$ cat config.mk
export PLATFORM = sky130hd
export DESIGN_NAME = vram_write_arbiter
export DESIGN_NICKNAME = d
export VERILOG_FILES = /design/src/rtl/vram_pkg.sv /design/src/rtl/rr_priority_picker.sv /design/src/rtl/vram_write_arbiter.sv
export SDC_FILE = /design/constraint.sdc
export NUM_CORES = 1
export LEC_CHECK = 0
export ABC_CLOCK_PERIOD_IN_PS = 2650
export CORE_ASPECT_RATIO = 1.5
export CORE_MARGIN = 3
export CORE_UTILIZATION = 37
export DETAILED_ROUTE_END_ITERATION = 10
export PLACE_DENSITY_LB_ADDON = 0.25
export SLEW_MARGIN = 25
export SYNTH_ARGS = -nofsm -noshare
export SYNTH_HDL_FRONTEND = slang
export SYNTH_SLANG_ARGS = --single-unit
$ cat constraint.sdc
create_clock -name CLK -period 2.65 [get_ports CLK]
set_input_delay 0.3975 -clock CLK [delete_from_list [all_inputs] [get_ports CLK]]
set_output_delay 0.3975 -clock CLK [all_outputs]
set_load 0.02 [all_outputs]
$ cat src/rtl/vram_pkg.sv
// Shared widths, write-port record and arbiter state encoding for the VRAM
// write arbiter.
package vram_pkg;

  localparam int VRAM_AW  = 11;
  localparam int VRAM_DW  = 32;
  localparam int VRAM_BEW = 4;

  typedef struct packed {
    logic                wren;
    logic [VRAM_AW-1:0]  waddr;
    logic [VRAM_DW-1:0]  wdata;
    logic [VRAM_BEW-1:0] be;
  } vram_wr_t;

  typedef enum logic {
    ARB_IDLE,
    ARB_LOCKED
  } arb_state_t;

endpackage

$ cat src/rtl/rr_priority_picker.sv
// Combinational round-robin picker: first set request at or above ptr, with
// wrap-around, returned as one-hot, index and valid.
module rr_priority_picker #(
  parameter int N  = 3,
  parameter int IW = 2
) (
  input  logic [N-1:0]  req,
  input  logic [IW-1:0] ptr,
  output logic [N-1:0]  onehot,
  output logic [IW-1:0] idx,
  output logic          valid
);

  always_comb begin
    int pos;
    onehot = '0;
    idx    = '0;
    valid  = 1'b0;
    pos    = 0;
    for (int k = 0; k < N; k++) begin
      // Modulo keeps the search in range even for unreachable pointer codes.
      pos = (int'(ptr) + k) % N;
      if (!valid && req[pos]) begin
        valid       = 1'b1;
        idx         = IW'(pos);
        onehot[pos] = 1'b1;
      end
    end
  end

endmodule

$ cat src/rtl/vram_write_arbiter.sv
// Round-robin, burst-locking arbiter for the text-mode VRAM write port.
// Optional macro VRAM_ARB_VBLANK_GATE_EN: new bursts start only while BLANK_IN=1.
module vram_write_arbiter
  import vram_pkg::*;
#(
  parameter int NUM_REQ = 3,
  parameter int TIMEOUT = 15
) (
  input  logic                        CLK,
  input  logic                        RESET_N,
  input  logic [NUM_REQ-1:0]          REQ,
  input  logic [NUM_REQ-1:0]          LAST,
  input  logic [NUM_REQ*VRAM_AW-1:0]  ADDR,
  input  logic [NUM_REQ*VRAM_DW-1:0]  WDATA,
  input  logic [NUM_REQ*VRAM_BEW-1:0] BE,
  input  logic                        BLANK_IN,
  output logic [NUM_REQ-1:0]          GNT,
  output logic                        RAM_WREN,
  output logic [VRAM_AW-1:0]          RAM_WADDR,
  output logic [VRAM_DW-1:0]          RAM_WDATA,
  output logic [VRAM_BEW-1:0]         RAM_BE,
  output logic                        BUSY
);

  localparam int IW = (NUM_REQ > 1) ? $clog2(NUM_REQ) : 1;

  arb_state_t          state_reg, state_next;
  logic [IW-1:0]       ptr_reg, ptr_next;
  logic [IW-1:0]       owner_reg, owner_next;
  logic [7:0]          cnt_reg, cnt_next;
  vram_wr_t            wr_reg, wr_next;

  logic [NUM_REQ-1:0]  pick_req, pick_onehot, gnt;
  logic [IW-1:0]       pick_idx, sel_idx;
  logic                pick_valid, new_ok, beat;

  logic [VRAM_AW-1:0]  addr_arr [NUM_REQ];
  logic [VRAM_DW-1:0]  data_arr [NUM_REQ];
  logic [VRAM_BEW-1:0] be_arr   [NUM_REQ];
  logic [VRAM_AW-1:0]  sel_addr;
  logic [VRAM_DW-1:0]  sel_data;
  logic [VRAM_BEW-1:0] sel_be;
  logic                sel_last;

  function automatic logic [IW-1:0] inc_wrap(input logic [IW-1:0] v);
    return (v == IW'(NUM_REQ - 1)) ? '0 : v + 1'b1;
  endfunction

  for (genvar gi = 0; gi < NUM_REQ; gi++) begin : g_slice
    assign addr_arr[gi] = ADDR[gi*VRAM_AW +: VRAM_AW];
    assign data_arr[gi] = WDATA[gi*VRAM_DW +: VRAM_DW];
    assign be_arr[gi]   = BE[gi*VRAM_BEW +: VRAM_BEW];
  end

`ifdef VRAM_ARB_VBLANK_GATE_EN
  assign new_ok = BLANK_IN;
`else
  logic unused_blank;
  assign unused_blank = BLANK_IN;
  assign new_ok       = 1'b1;
`endif

  // Blanking gate only affects the search for a new burst, never a locked owner.
  assign pick_req = REQ & {NUM_REQ{new_ok}};

  rr_priority_picker #(
    .N  (NUM_REQ),
    .IW (IW)
  ) u_picker (
    .req    (pick_req),
    .ptr    (ptr_reg),
    .onehot (pick_onehot),
    .idx    (pick_idx),
    .valid  (pick_valid)
  );

  assign sel_idx = (state_reg == ARB_LOCKED) ? owner_reg : pick_idx;

  always_comb begin
    sel_addr = '0;
    sel_data = '0;
    sel_be   = '0;
    sel_last = 1'b0;
    for (int i = 0; i < NUM_REQ; i++) begin
      if (sel_idx == IW'(i)) begin
        sel_addr = addr_arr[i];
        sel_data = data_arr[i];
        sel_be   = be_arr[i];
        sel_last = LAST[i];
      end
    end
  end

  always_comb begin
    state_next = state_reg;
    ptr_next   = ptr_reg;
    owner_next = owner_reg;
    cnt_next   = cnt_reg;
    gnt        = '0;
    case (state_reg)
      ARB_IDLE: begin
        cnt_next = '0;
        if (pick_valid) begin
          gnt = pick_onehot;
          if (sel_last) begin
            ptr_next = inc_wrap(pick_idx);
          end else begin
            state_next = ARB_LOCKED;
            owner_next = pick_idx;
          end
        end
      end
      ARB_LOCKED: begin
        for (int i = 0; i < NUM_REQ; i++) begin
          if (owner_reg == IW'(i)) gnt[i] = REQ[i];
        end
        if (|gnt) begin
          cnt_next = '0;
          if (sel_last) begin
            state_next = ARB_IDLE;
            ptr_next   = inc_wrap(owner_reg);
          end
        end else if (cnt_reg == 8'(TIMEOUT - 1)) begin
          // Owner stalled too long: drop the lock without issuing a beat.
          state_next = ARB_IDLE;
          ptr_next   = inc_wrap(owner_reg);
          cnt_next   = '0;
        end else begin
          cnt_next = cnt_reg + 8'd1;
        end
      end
      default: begin
        state_next = ARB_IDLE;
      end
    endcase
  end

  assign beat = |(REQ & gnt) & RESET_N;

  always_comb begin
    wr_next      = wr_reg;
    wr_next.wren = beat;
    if (beat) begin
      wr_next.waddr = sel_addr;
      wr_next.wdata = sel_data;
      wr_next.be    = sel_be;
    end
  end

  always_ff @(posedge CLK or negedge RESET_N) begin
    if (!RESET_N) begin
      state_reg <= ARB_IDLE;
      ptr_reg   <= '0;
      owner_reg <= '0;
      cnt_reg   <= '0;
      wr_reg    <= '0;
    end else begin
      state_reg <= state_next;
      ptr_reg   <= ptr_next;
      owner_reg <= owner_next;
      cnt_reg   <= cnt_next;
      wr_reg    <= wr_next;
    end
  end

  // Grants are forced low while reset is asserted so no beat is offered then.
  assign GNT       = gnt & {NUM_REQ{RESET_N}};
  assign RAM_WREN  = wr_reg.wren;
  assign RAM_WADDR = wr_reg.waddr;
  assign RAM_WDATA = wr_reg.wdata;
  assign RAM_BE    = wr_reg.be;
  assign BUSY      = (state_reg == ARB_LOCKED);

endmodule

Yosys cells after proc, flatten, opt, wreduce, memory -nomap -nowiden
Index checks and enable logic that the tools add are counted.

word-level totals
  bits in registers = 61
  input bits = 150
  output and inout bits = 52
  logic and storage cells = 113

operators by class
  add/sub/neg operators = 5
  div/mod/pow operators = 3
  $lt $le $gt $ge = 6
  eq/ne operators = 10
  multiplexer cells = 61
  bitwise operators = 7
  reduce and logical (&&, ||, !) cells = 13

operator list
  operator                                                            number
  greater-or-equal comparator 32 x 1 -> 1 bit, second input constant  3
  < comparator 32 x 4 -> 1 bit, second input constant                 3
  two-way mux 32 bit                                                  3
  modulo 32 x 3 -> 32 bit, second input constant                      2
  two-way mux 11 bit                                                  3
  modulo 3 x 3 -> 32 bit, second input constant                       1
  two-way mux 1 bit                                                   25
  two-way mux 2 bit                                                   11
  two-way mux 8 bit                                                   2
  case mux 8 bit (2 select lines)                                     1
  two-way mux 3 bit                                                   4
  two-way mux 4 bit                                                   3
  adder 8 x 1 -> 8 bit, second input constant                         1
  == test 8 x 4 -> 1 bit, second input constant                       1
  AND 3 bit                                                           2
  binary-select mux 1 bit (select 2 bit)                              3
  demux 1 bit (select 2 bit)                                          3
  == test 2 bit, second input constant                                3
  OR 3 bit                                                            2
  case mux 3 bit (2 select lines)                                     1
  OR reduction 3 bit                                                  2
  logical AND 1 bit                                                   5
  adder 2 x 1 -> 2 bit, second input constant                         2
  == test 2 x 1 -> 1 bit, second input constant                       2
  other kinds (13)                                                    17

Longest topological paths before layout
Gate-level depths: netlist (run 1).

  depth in word-level cells = 19
  mapped depth = 13
  depth with buffers taken out = 9

Modules after synthesis
Synthesis (run 1) repeated with hierarchy kept, for this count alone.

unflattened totals
  cell total of the unflattened synthesis = 349
  area, all modules = 3434.5 sq um

modules (own cells, without submodules)
  module              times used  cells each  area each (sq um)  sequential area each (sq um)
  vram_write_arbiter  1           297         3052.9             1526.5
  rr_priority_picker  1           52          381.6              0.0

Worst setup path before layout (run 1)
Ideal clock, no wire load.

  path type = reg-to-reg
  start point = register ptr_reg[1]
  end point = register wr_reg (netlist bit RAM_WADDR[0])
  library setup time = 0.125 ns
  arrival time = 2.610 ns
  data required time = 2.525 ns
  slack = -0.086 ns
  stages on the path, launching flop included = 13
  buffers on the path = 3
  period minus slack after synthesis = 2.736 ns
  cell sequence = dfrtp_1 inv_1 ha_1 buf_6 mux2_4 mux2_2 nor3_1 nor2_1 a221o_1 o2bb2ai_2 buf_6 buf_6 mux2_4

between the ends
  longest elaborated chain between the ends = 16
  elaborated cells between the ends (all ways) = 56
  classes of those cells = add/sub: 2; div: 3; order compare: 6; eq/ne: 2; mux: 30; bitwise: 4; reduce/logical: 9

RTL lines
  what                                                                              RTL line                   source
  start: declaration                                                                vram_write_arbiter.sv:28   logic [IW-1:0] ptr_reg, ptr_next;
  start signal: assignment                                                          vram_write_arbiter.sv:159  ptr_reg <= ptr_next;
  parallel branches: the longest is 16 deep, another holds modulo 32 x 3 -> 32 bit  n/a
  end signal: assignment                                                            vram_write_arbiter.sv:162  wr_reg <= wr_next;
  end: declaration                                                                  vram_write_arbiter.sv:31   vram_wr_t wr_reg, wr_next;

Several ways; the timed one is not identified. The select of a mux whose other input is x is not followed.
A chain may end at the register's enable or synchronous reset.

Final worst setup path (run 1)
Same ends and word-level chain as after synthesis.

==> results of run 1 <==
-- cell type report --
type                       instances  area (um2)
sequential                        61        1530
clock inverter                     5        75.1
clock buffer                      11         233
multi-input combinational        263        2550
timing repair buffer             270        2790
fill                             835        3190
tap                              144         180
inverter                          10        42.5
-- power breakdown --
group	switching, W	internal [W]
logic	0.00295	0.00373
clock network	0.000397	0.000818
registers	0.000275	0.00138
-- layout by cell type (no fill, tap or decap), drive strengths merged, types with 3 or more instances in the layout --
cell           Yosys  final
o21ai              8      8
mux2              52     52
clkinv             1      4
dfrtp             61     61
clkbuf             6     13
nor2              15     15
inv                9      9
buf               23     70
mux2i             54     54
nand3              3      3
nor2b              5      6
a21oi              6      6
nor3               5      5
ha                 6      6
nand2b             6      6
nand2             13     13
o2bb2ai           48     48
o211ai             3      3
nand4              3      3
xor2               4      4
clkdlybuf4s50      0    196
-- what timing repair did --
item,in CTS,in global routing
gates cloned,5,2
resized for setup,54,22
endpoints found under the setup margin,55,54
buffers inserted,16,5
pin swaps,8,4
-- worst max-delay path, stage by stage, from the launching register on --
cell and delay [ns]:
dfrtp_1 0.38, inv_2 0.09, ha_4 0.14, mux2_4 0.31, mux2_4 0.28, buf_6 0.13
nor3_4 0.11, nor2_1 0.07, a221o_1 0.39, o2bb2ai_4 0.16, buf_12 0.14, buf_12 0.13
clkbuf_16 0.16, mux2_4 0.29
-- kinds of logic (layout without fill, tap and decap cells) --
logic type      after synthesis  count (layout)  synth area share [%]
xor+xnor                      5               5                  1.09
fa+ha+maj                     6               6                  1.86
flops                        61              61                  37.9
compound gates               83              83                  16.6
buf+inv                      39             296                  4.91
simple gates                 62              63                  7.80
mux                         106             106                  29.8
-- routing by layer --
layer	global-route usage, %	wire length, um
met1	23.8	5120
met2	44.0	8130
met3	4.66	683
met4	8.31	352
met5	0	0
-- how the worst min path moves through the flow --
stage / slack (ns) / cells past startpoint / endpoint / from
final: 0.14 / 2 / cnt_reg[5]$_DFF_PN0_ / RESET_N
after global routing: 0.15 / 2 / owner_reg[1]$_DFFE_PN0P_ / RESET_N
after CTS: 0.14 / 2 / owner_reg[1]$_DFFE_PN0P_ / RESET_N
after detailed placement: 0.48 / 2 / cnt_reg[7]$_DFF_PN0_ / RESET_N
after global placement: 0.49 / 2 / cnt_reg[7]$_DFF_PN0_ / RESET_N
after floorplan: 0.10 / 0 / BUSY$_DFF_PN0_ / RESET_N
-- through the flow --
stage               util, %  setup WS, ns  TNS, ns  std cells
detailed placement     61.2        -0.671   -26.02        721
global route           69.8        -0.305   -13.26        764
floorplan                 -       0.00643        0        362
finish                 69.8        -0.242    -9.17        764
global placement       61.0        -0.693   -27.51        720
CTS                    68.4        -0.185    -7.54        758
==> impl_metrics.py, run 1 <==
metrics = {
    "pwr": {
        "peakVddDrop_mv": 0.660,
        "power_w": 0.00956,
        "cellLeakagePower_nw": 3.04,
        "powerDensity_nw_per_um2": 1290,
    },
    "sta": {
        "worst_slack_ns": -0.242,
        "rsz0062_at_grt": "true",
        "fin_skew_ns": 0.00809,
        "period_share_pct": 109,
        "hold-worst-slack_ns": 0.137,
        "setup-violations-final": 51,
        "period_needed_ns": 2.89,
        "timing_hold_violations_final": 0,
        "worstMarginPinSlew_ns": 0.577,
        "clock.fmax_ghz": 0.346,
        "max-slew-margin-rel_pct": 61.4,
        "slew_viol_final": 0,
    },
    "logic_synthesis": {
        "synth_commonest_cells": "61 x dfrtp_1, 54 x mux2i_1, 47 x o2bb2ai_1",
        "synth_fp_nets": 518,
        "async_flop_share_pct": 100,
        "yosysTopAreaCell": "dfrtp_1",
        "synth_area_um2": 4030,
        "synth_edf_count": 0,
        "synth.avg_cell_area_um2": 11.1,
        "synthTopCellsByArea": "dfrtp_1 38%, mux2i_1 13%, o2bb2ai_1 10%",
        "ys_seq_area_share_pct": 37.9,
        "yosysTopAreaCellShare_pct": 37.9,
        "ys_seq_elements": 61,
        "synthFlopType": "dfrtp_1",
        "synth.most_common_cell": "dfrtp_1",
        "syn_inst": 362,
        "yosysWarnings": 0,
        "ys_types": 49,
    },
    "clock_network": {
        "cts.sinks": 61,
        "cts_root_buffer": "clkbuf_16",
        "cts_hold_buf": 0,
        "cts_tree": "built",
        "clk-insertion-delay-late_ns": 0.32,
        "cts.htree.levels": 3,
        "numCtsBuffers": 9,
        "path_clk_slew_ns": 0.05,
        "clockBufferDepth": 2,
    },
    "critical_path": {
        "r2r_slack_ns": -0.24,
        "crit_start": "ptr_reg[1]$_DFFE_PN0P_",
        "cp.arrival_ns": 3.10,
        "worst-setup-path-type": "reg -> reg",
        "crit_path_start_kind": "flip-flop",
        "critPathCaptureType": "flip-flop",
        "reg2reg_to": "RAM_WADDR[0]$_DFFE_PN0P_",
        "worst_ep_required_time_ns": 2.85,
        "cp-endpoint": "RAM_WADDR[0]$_DFFE_PN0P_",
        "cp_max_fo": 7,
        "r2r_cells": 13,
        "r2r_start": "ptr_reg[1]$_DFFE_PN0P_",
    },
    "global_route": {
        "grt_pass1_vias": 4244,
        "grt_max_degree": 39,
        "antenna_found_initial": 0,
        "grt_pass1_wl_mm": 21.8,
        "grt_usage_pct": 22.7,
        "grt.overflow.total": 0,
    },
    "route": {
        "drt_iter0_drc": 149,
        "ant_nets": 0,
        "dr.pass1.iters": 4,
        "drc": 0,
        "vias_per_cell": 5.15,
        "routedWlPerCell_um": 18.7,
        "routed_wl_mm": 14.3,
        "vias": 3932,
    },
    "finish": {
        "largest_reg_flops": 32,
        "area_growth_pct": 83.6,
        "n_antenna_cell": 0,
        "finalNetCount": 771,
        "final_area_um2": 7400,
        "drive_above_1_share_pct": 28.5,
    },
    "outcome": {
        "failed_checks": "negative setup slack",
        "status": "finished, violations left",
    },
    "floorplan": {
        "num_io_pins": 202,
        "coreArea_um2": 10600,
        "fp.dieH_um": 134,
        "dieArea_um2": 12200,
        "fp-row-count": 46,
        "initial_utilization_pct": 38.0,
        "die_w_um": 91.2,
    },
    "min_path": {
        "hold_path.class": "in -> async",
    },
    "placed_design": {
        "globalplace.congestion": 0.937,
        "io_buffer_count": 200,
        "dpl-instance-area_um2": 6490,
        "place_hpwl_mm": 10.0,
    },
    "run": {
        "maxCapViolations": 0,
    },
}
Power figures use the tool's default switching activity.
==> run 2: changes to the inputs <==
--- a/config.mk
+++ b/config.mk
@@ -10,6 +10,7 @@
 export CORE_MARGIN = 3
 export CORE_UTILIZATION = 37
 export DETAILED_ROUTE_END_ITERATION = 10
+export MAX_ROUTING_LAYER = met4
 export PLACE_DENSITY_LB_ADDON = 0.25
 export SLEW_MARGIN = 25
 export SYNTH_ARGS = -nofsm -noshare
==> run 2 against run 1 <==
The flow still finishes with violations (negative setup slack). First-iteration DRC count shrank 13%. Sequential power is essentially flat. Final area grew 1.9%. Setup slack lost 0.012 ns. Critical path type unchanged. Largest power group unchanged. Highest routed layer unchanged.
==> impl_metrics.py, run 2 (synthesis results as in run 1) <==
metrics = {
    "outcome": {
        "status": "finished, violations left",
        "failed_checks": "negative setup slack",
    },
    "route": {
        "routed_wl_mm": 15.2,
        "ant_nets": 0,
        "dr.pass1.iters": 4,
        "routedWlPerCell_um": 19.8,
        "drc": 0,
        "vias": 4002,
        "drt_iter0_drc": 129,
        "vias_per_cell": 5.22,
    },
    "finish": {
        "area_growth_pct": 87.0,
        "n_antenna_cell": 0,
        "finalNetCount": 774,
        "layout_commonest_cell": "clkdlybuf4s50_1",
        "seq_area_um2": 1530,
        "final_cell_mix": "196 x clkdlybuf4s50_1, 60 x dfrtp_1, 49 x mux2i_1, 48 x buf_4, 47 x o2bb2ai_1",
        "drive_above_1_share_pct": 31.9,
        "multiInputGateArea_um2": 2660,
        "final_area_um2": 7530,
        "largest_reg_flops": 32,
        "final_cells": 767,
        "nFillCells": 776,
    },
    "critical_path": {
        "cp.arrival_ns": 3.11,
        "path_cells": "inv_2, ha_4, mux2_4, mux2_4, buf_6, o211ai_1, a221o_1, o2bb2ai_4, buf_8, clkbuf_16, mux2_2",
        "cp_max_fo": 5,
        "slowest_stage": "dfrtp_1",
        "critPathCaptureType": "flip-flop",
        "crit_path_start_kind": "flip-flop",
        "r2r_start": "ptr_reg[1]$_DFFE_PN0P_",
        "cp_common_cell": "mux2_4",
        "worst-setup-path-type": "reg -> reg",
        "r2r_slack_ns": -0.25,
        "worst_ep_required_time_ns": 2.85,
        "reg2reg_to": "RAM_WDATA[18]$_DFFE_PN0P_",
        "slowest_delay_ns": 0.39,
        "path_buf_inv": 4,
        "cp_top_family": "multiplexers",
        "r2r_cells": 11,
    },
    "clock_network": {
        "cts.htree.levels": 3,
        "cts_hold_buf": 0,
        "cts.sinks": 61,
        "clk-insertion-delay-late_ns": 0.32,
        "cts_tree": "built",
        "numCtsBuffers": 9,
        "clockBufferDepth": 2,
        "cts_root_buffer": "clkbuf_16",
        "path_clk_slew_ns": 0.05,
    },
    "placed_design": {
        "io_buffer_count": 200,
        "globalplace.congestion": 0.965,
        "place_hpwl_mm": 10.2,
        "dp.cells": 720,
        "dpl-instance-area_um2": 6470,
    },
    "floorplan": {
        "initial_utilization_pct": 38.0,
        "fp.dieH_um": 134,
        "dieArea_um2": 12200,
        "die_w_um": 91.2,
        "coreArea_um2": 10600,
        "fp-row-count": 46,
        "num_io_pins": 202,
    },
    "global_route": {
        "antenna_found_initial": 0,
        "grt.overflow.total": 0,
        "grt_pass1_vias": 4415,
        "grt_pass1_wl_mm": 22.7,
        "grt_max_degree": 62,
        "grt_usage_pct": 24.6,
    },
    "sta": {
        "rsz0062_at_grt": "true",
        "hold-worst-slack_ns": 0.331,
        "period_share_pct": 110,
        "slew_viol_final": 0,
        "clock.fmax_ghz": 0.344,
        "worst_slack_ns": -0.255,
        "worstMarginPinSlew_ns": 0.796,
        "max-slew-margin-rel_pct": 47.0,
        "period_needed_ns": 2.90,
        "setup-violations-final": 54,
        "timing_hold_violations_final": 0,
        "fin_skew_ns": 0.00922,
    },
    "pwr": {
        "peakVddDrop_mv": 0.700,
        "cellLeakagePower_nw": 3.08,
        "powerDensity_nw_per_um2": 1300,
    },
    "run": {
        "maxCapViolations": 0,
    },
    "min_path": {
        "hold_path.class": "in -> async",
    },
}
## run 2: worst register-to-register path: stages (launching register included)
cell	delay, ns
dfrtp_1	0.39
inv_2	0.09
ha_4	0.16
mux2_4	0.32
mux2_4	0.31
buf_6	0.13
o211ai_1	0.24
a221o_1	0.28
o2bb2ai_4	0.19
buf_8	0.19
clkbuf_16	0.16
mux2_2	0.32
## run 2: area by class of cell
| class | instances | share of cell area (%) |
|---|---|---|
| clock buffer | 12 | 3.40 |
| clock inverter | 4 | 0.299 |
| inverter | 10 | 0.598 |
| multi-input combinational | 262 | 35.3 |
| sequential | 61 | 20.3 |
| tap | 144 | 2.39 |
| timing repair buffer | 274 | 37.7 |
## run 2: how the worst max path moves through the flow
stage	from	endpoint	depth (start not counted)
after floorplan	ptr_reg[1]$_DFFE_PN0P_	RAM_WADDR[0]$_DFFE_PN0P_	11
after global placement	REQ[1]	GNT[2]	10
after detailed placement	REQ[1]	GNT[2]	10
after CTS	ptr_reg[1]$_DFFE_PN0P_	RAM_WDATA[28]$_DFFE_PN0P_	12
after global routing	ptr_reg[1]$_DFFE_PN0P_	RAM_WDATA[13]$_DFFE_PN0P_	11
final	ptr_reg[1]$_DFFE_PN0P_	RAM_WDATA[18]$_DFFE_PN0P_	11
## run 2: through the flow
step	setup TNS, ns	setup slack (ns)	util [%]	power [W]
global route	-14.60	-0.326	71.1	0.0103
global placement	-26.52	-0.659	60.9	0.00695
finish	-10.70	-0.255	71.1	0.00978
CTS	-6.60	-0.164	68.8	0.00931
floorplan	0	0.00643	-	0.00501
detailed placement	-23.63	-0.628	61.1	0.00713
## run 2: report_power, final
group | leakage, nW | internal (W) | total (W) | switching, W
Sequential | 0.748 | 0.00138 | 0.00166 | 0.000276
Clock | 0.138 | 0.000678 | 0.00107 | 0.000393
Combinational | 2.20 | 0.00392 | 0.00705 | 0.00313
Total | 3.08 | 0.00598 | 0.00978 | 0.00380
## run 2: timing repair
action | 4_1_cts | 5_1_grt
pin swaps | 17 | 13
resized for setup | 71 | 35
cloned | 6 | 1
setup endpoints to repair | 55 | 55
setup buffers | 16 | 8
## run 2: layer usage
metal,global-route usage [%],wire (um),vias to the layer above
met5,-,0,-
met4,10.1,603,0
met3,3.37,537,48
met2,45.2,8660,135
met1,26.2,5350,1940
li1,-,-,1879
==> run 3: changes to the inputs <==
--- a/config.mk
+++ b/config.mk
@@ -8,7 +8,7 @@
 export ABC_CLOCK_PERIOD_IN_PS = 2650
 export CORE_ASPECT_RATIO = 1.5
 export CORE_MARGIN = 3
-export CORE_UTILIZATION = 37
+export CORE_UTILIZATION = 25
 export DETAILED_ROUTE_END_ITERATION = 10
 export MAX_ROUTING_LAYER = met4
 export PLACE_DENSITY_LB_ADDON = 0.25
==> run 3 against run 2 <==
The flow still finishes with violations (negative setup slack). Critical path depth grew 1. Highest routed layer unchanged. Sequential share of layout area grew 0.095 points. Fmax up 0.87%.
==> impl_metrics.py, run 3 (synthesis results as in run 1) <==
metrics = {
    "placed_design": {
        "globalplace.congestion": 0.849,
        "dpl-instance-area_um2": 6660,
        "place_hpwl_mm": 10.6,
        "io_buffer_count": 200,
        "place_ws_ns": -0.509,
    },
    "route": {
        "vias_per_cell": 4.68,
        "ant_nets": 0,
        "routedWlPerCell_um": 17.5,
        "drt_iter0_drc": 122,
        "drc": 0,
        "routed_wl_mm": 14.6,
        "dr.pass1.iters": 4,
        "vias": 3912,
    },
    "sta": {
        "fin_skew_ns": 0.00636,
        "worstMarginPinSlew_ns": 0.790,
        "timing_hold_violations_final": 0,
        "rsz0062_at_grt": "true",
        "worst_slack_ns": -0.229,
        "period_needed_ns": 2.88,
        "period_share_pct": 109,
        "clock.fmax_ghz": 0.347,
        "setup-violations-final": 52,
        "max-slew-margin-rel_pct": 47.3,
        "slew_viol_final": 0,
    },
    "global_route": {
        "grt_max_degree": 62,
        "grt.overflow.total": 0,
        "grt_usage_pct": 15.9,
        "grt_pass1_wl_mm": 21.3,
        "antenna_found_initial": 0,
        "grt_pass1_vias": 4218,
    },
    "clock_network": {
        "cts_tree": "built",
        "cts.htree.levels": 3,
        "numCtsBuffers": 9,
        "path_clk_slew_ns": 0.06,
        "clk-insertion-delay-late_ns": 0.32,
        "clockBufferDepth": 2,
        "cts.sinks": 61,
        "cts_root_buffer": "clkbuf_16",
    },
    "floorplan": {
        "initial_utilization_pct": 25.7,
        "fp-row-count": 56,
        "die_w_um": 110,
        "coreArea_um2": 15700,
        "dieArea_um2": 17700,
        "fp.dieH_um": 161,
        "num_io_pins": 202,
    },
    "finish": {
        "largest_reg_flops": 32,
        "final_cell_mix": "195 x clkdlybuf4s50_1, 67 x buf_4, 61 x dfrtp_1, 53 x mux2i_1, 47 x o2bb2ai_1",
        "nFillCells": 1513,
        "n_antenna_cell": 0,
        "final_area_um2": 7490,
        "seq_area_um2": 1530,
        "layout_commonest_cell": "clkdlybuf4s50_1",
        "drive_above_1_share_pct": 29.7,
        "finalNetCount": 785,
        "area_growth_pct": 86.0,
        "multiInputGateArea_um2": 2510,
    },
    "outcome": {
        "status": "finished, violations left",
        "failed_checks": "negative setup slack",
    },
    "pwr": {
        "peakVddDrop_mv": 0.481,
        "cellLeakagePower_nw": 3.08,
        "powerDensity_nw_per_um2": 1260,
    },
    "critical_path": {
        "worst_ep_required_time_ns": 2.85,
        "critPathCaptureType": "flip-flop",
        "crit_path_start_kind": "flip-flop",
        "cp_max_fo": 8,
        "worst-setup-path-type": "reg -> reg",
        "cp.arrival_ns": 3.08,
    },
    "run": {
        "maxCapViolations": 0,
    },
    "min_path": {
        "hold_path.class": "in -> async",
    },
}
run 3: per-layer routing:
layer	track usage (%)	vias to the layer above	routed length (um)
li1	-	1896	-
met3	2.64	9	612
met5	-	-	0
met1	16.3	1908	5430
met4	4.65	0	183
met2	30.3	99	8430
run 3: cell type report:
cell class / instances / area share, %
Tap cell: 203 / 3.39
Inverter: 10 / 0.501
Timing Repair Buffer: 285 / 38.2
Sequential cell: 61 / 20.4
Multi-Input combinational cell: 262 / 33.5
Clock inverter: 5 / 0.818
Clock buffer: 10 / 3.19
run 3: worst paths after layout:
path | start | depth (start not counted) | endpoint | slack (ns)
min in group CLK | cnt_reg[0]$_DFF_PN0_ | 1 | cnt_reg[0]$_DFF_PN0_ | 0.50
max in group asynchronous | RESET_N | 2 | cnt_reg[0]$_DFF_PN0_ | 1.81
worst min-delay path | RESET_N | 2 | RAM_WADDR[5]$_DFFE_PN0P_ | 0.30
worst max register to register | ptr_reg[0]$_DFFE_PN0P_ | 12 | RAM_WDATA[23]$_DFFE_PN0P_ | -0.23
worst max-delay path | ptr_reg[0]$_DFFE_PN0P_ | 12 | RAM_WDATA[23]$_DFFE_PN0P_ | -0.23
worst min register to register | cnt_reg[0]$_DFF_PN0_ | 1 | cnt_reg[0]$_DFF_PN0_ | 0.50
run 3: worst max-delay path, cell delays in order, from the launching register on:
cell       delay [ns]
dfrtp_1          0.39
buf_6            0.13
ha_4             0.17
mux2_4           0.31
mux2_4           0.30
buf_6            0.13
nor3_4           0.13
nor2_1           0.07
a221o_1          0.35
o2bb2ai_4        0.15
buf_12           0.15
clkbuf_16        0.17
mux2_4           0.30
run 3: per-stage QoR:
stage	utilization [%]	TNS (ns)	instances	hold WS, ns	total power (W)
after floorplan	-	0	362	0.102	0.00501
after global placement	42.4	-22.85	789	0.490	0.00724
after detailed placement	42.4	-25.29	789	0.495	0.00730
after CTS	45.2	-6.84	813	0.355	0.00881
after global routing	47.7	-12.93	836	0.372	0.0100
final	47.7	-8.20	836	0.304	0.00945
run 3: power breakdown:
| group | internal, W | switching (W) |
|---|---|---|
| Combinational | 0.00372 | 0.00290 |
| Clock | 0.000749 | 0.000419 |
| Sequential | 0.00138 | 0.000284 |
| Total | 0.00585 | 0.00360 |
run 3: repair_timing:
item / CTS / global route
hold buffers: 0 / 0
pin swaps: 2 / 5
cloned: 1 / 5
resized for setup: 24 / 34
setup buffers: 8 / 19
endpoints found under the setup margin: 55 / 55
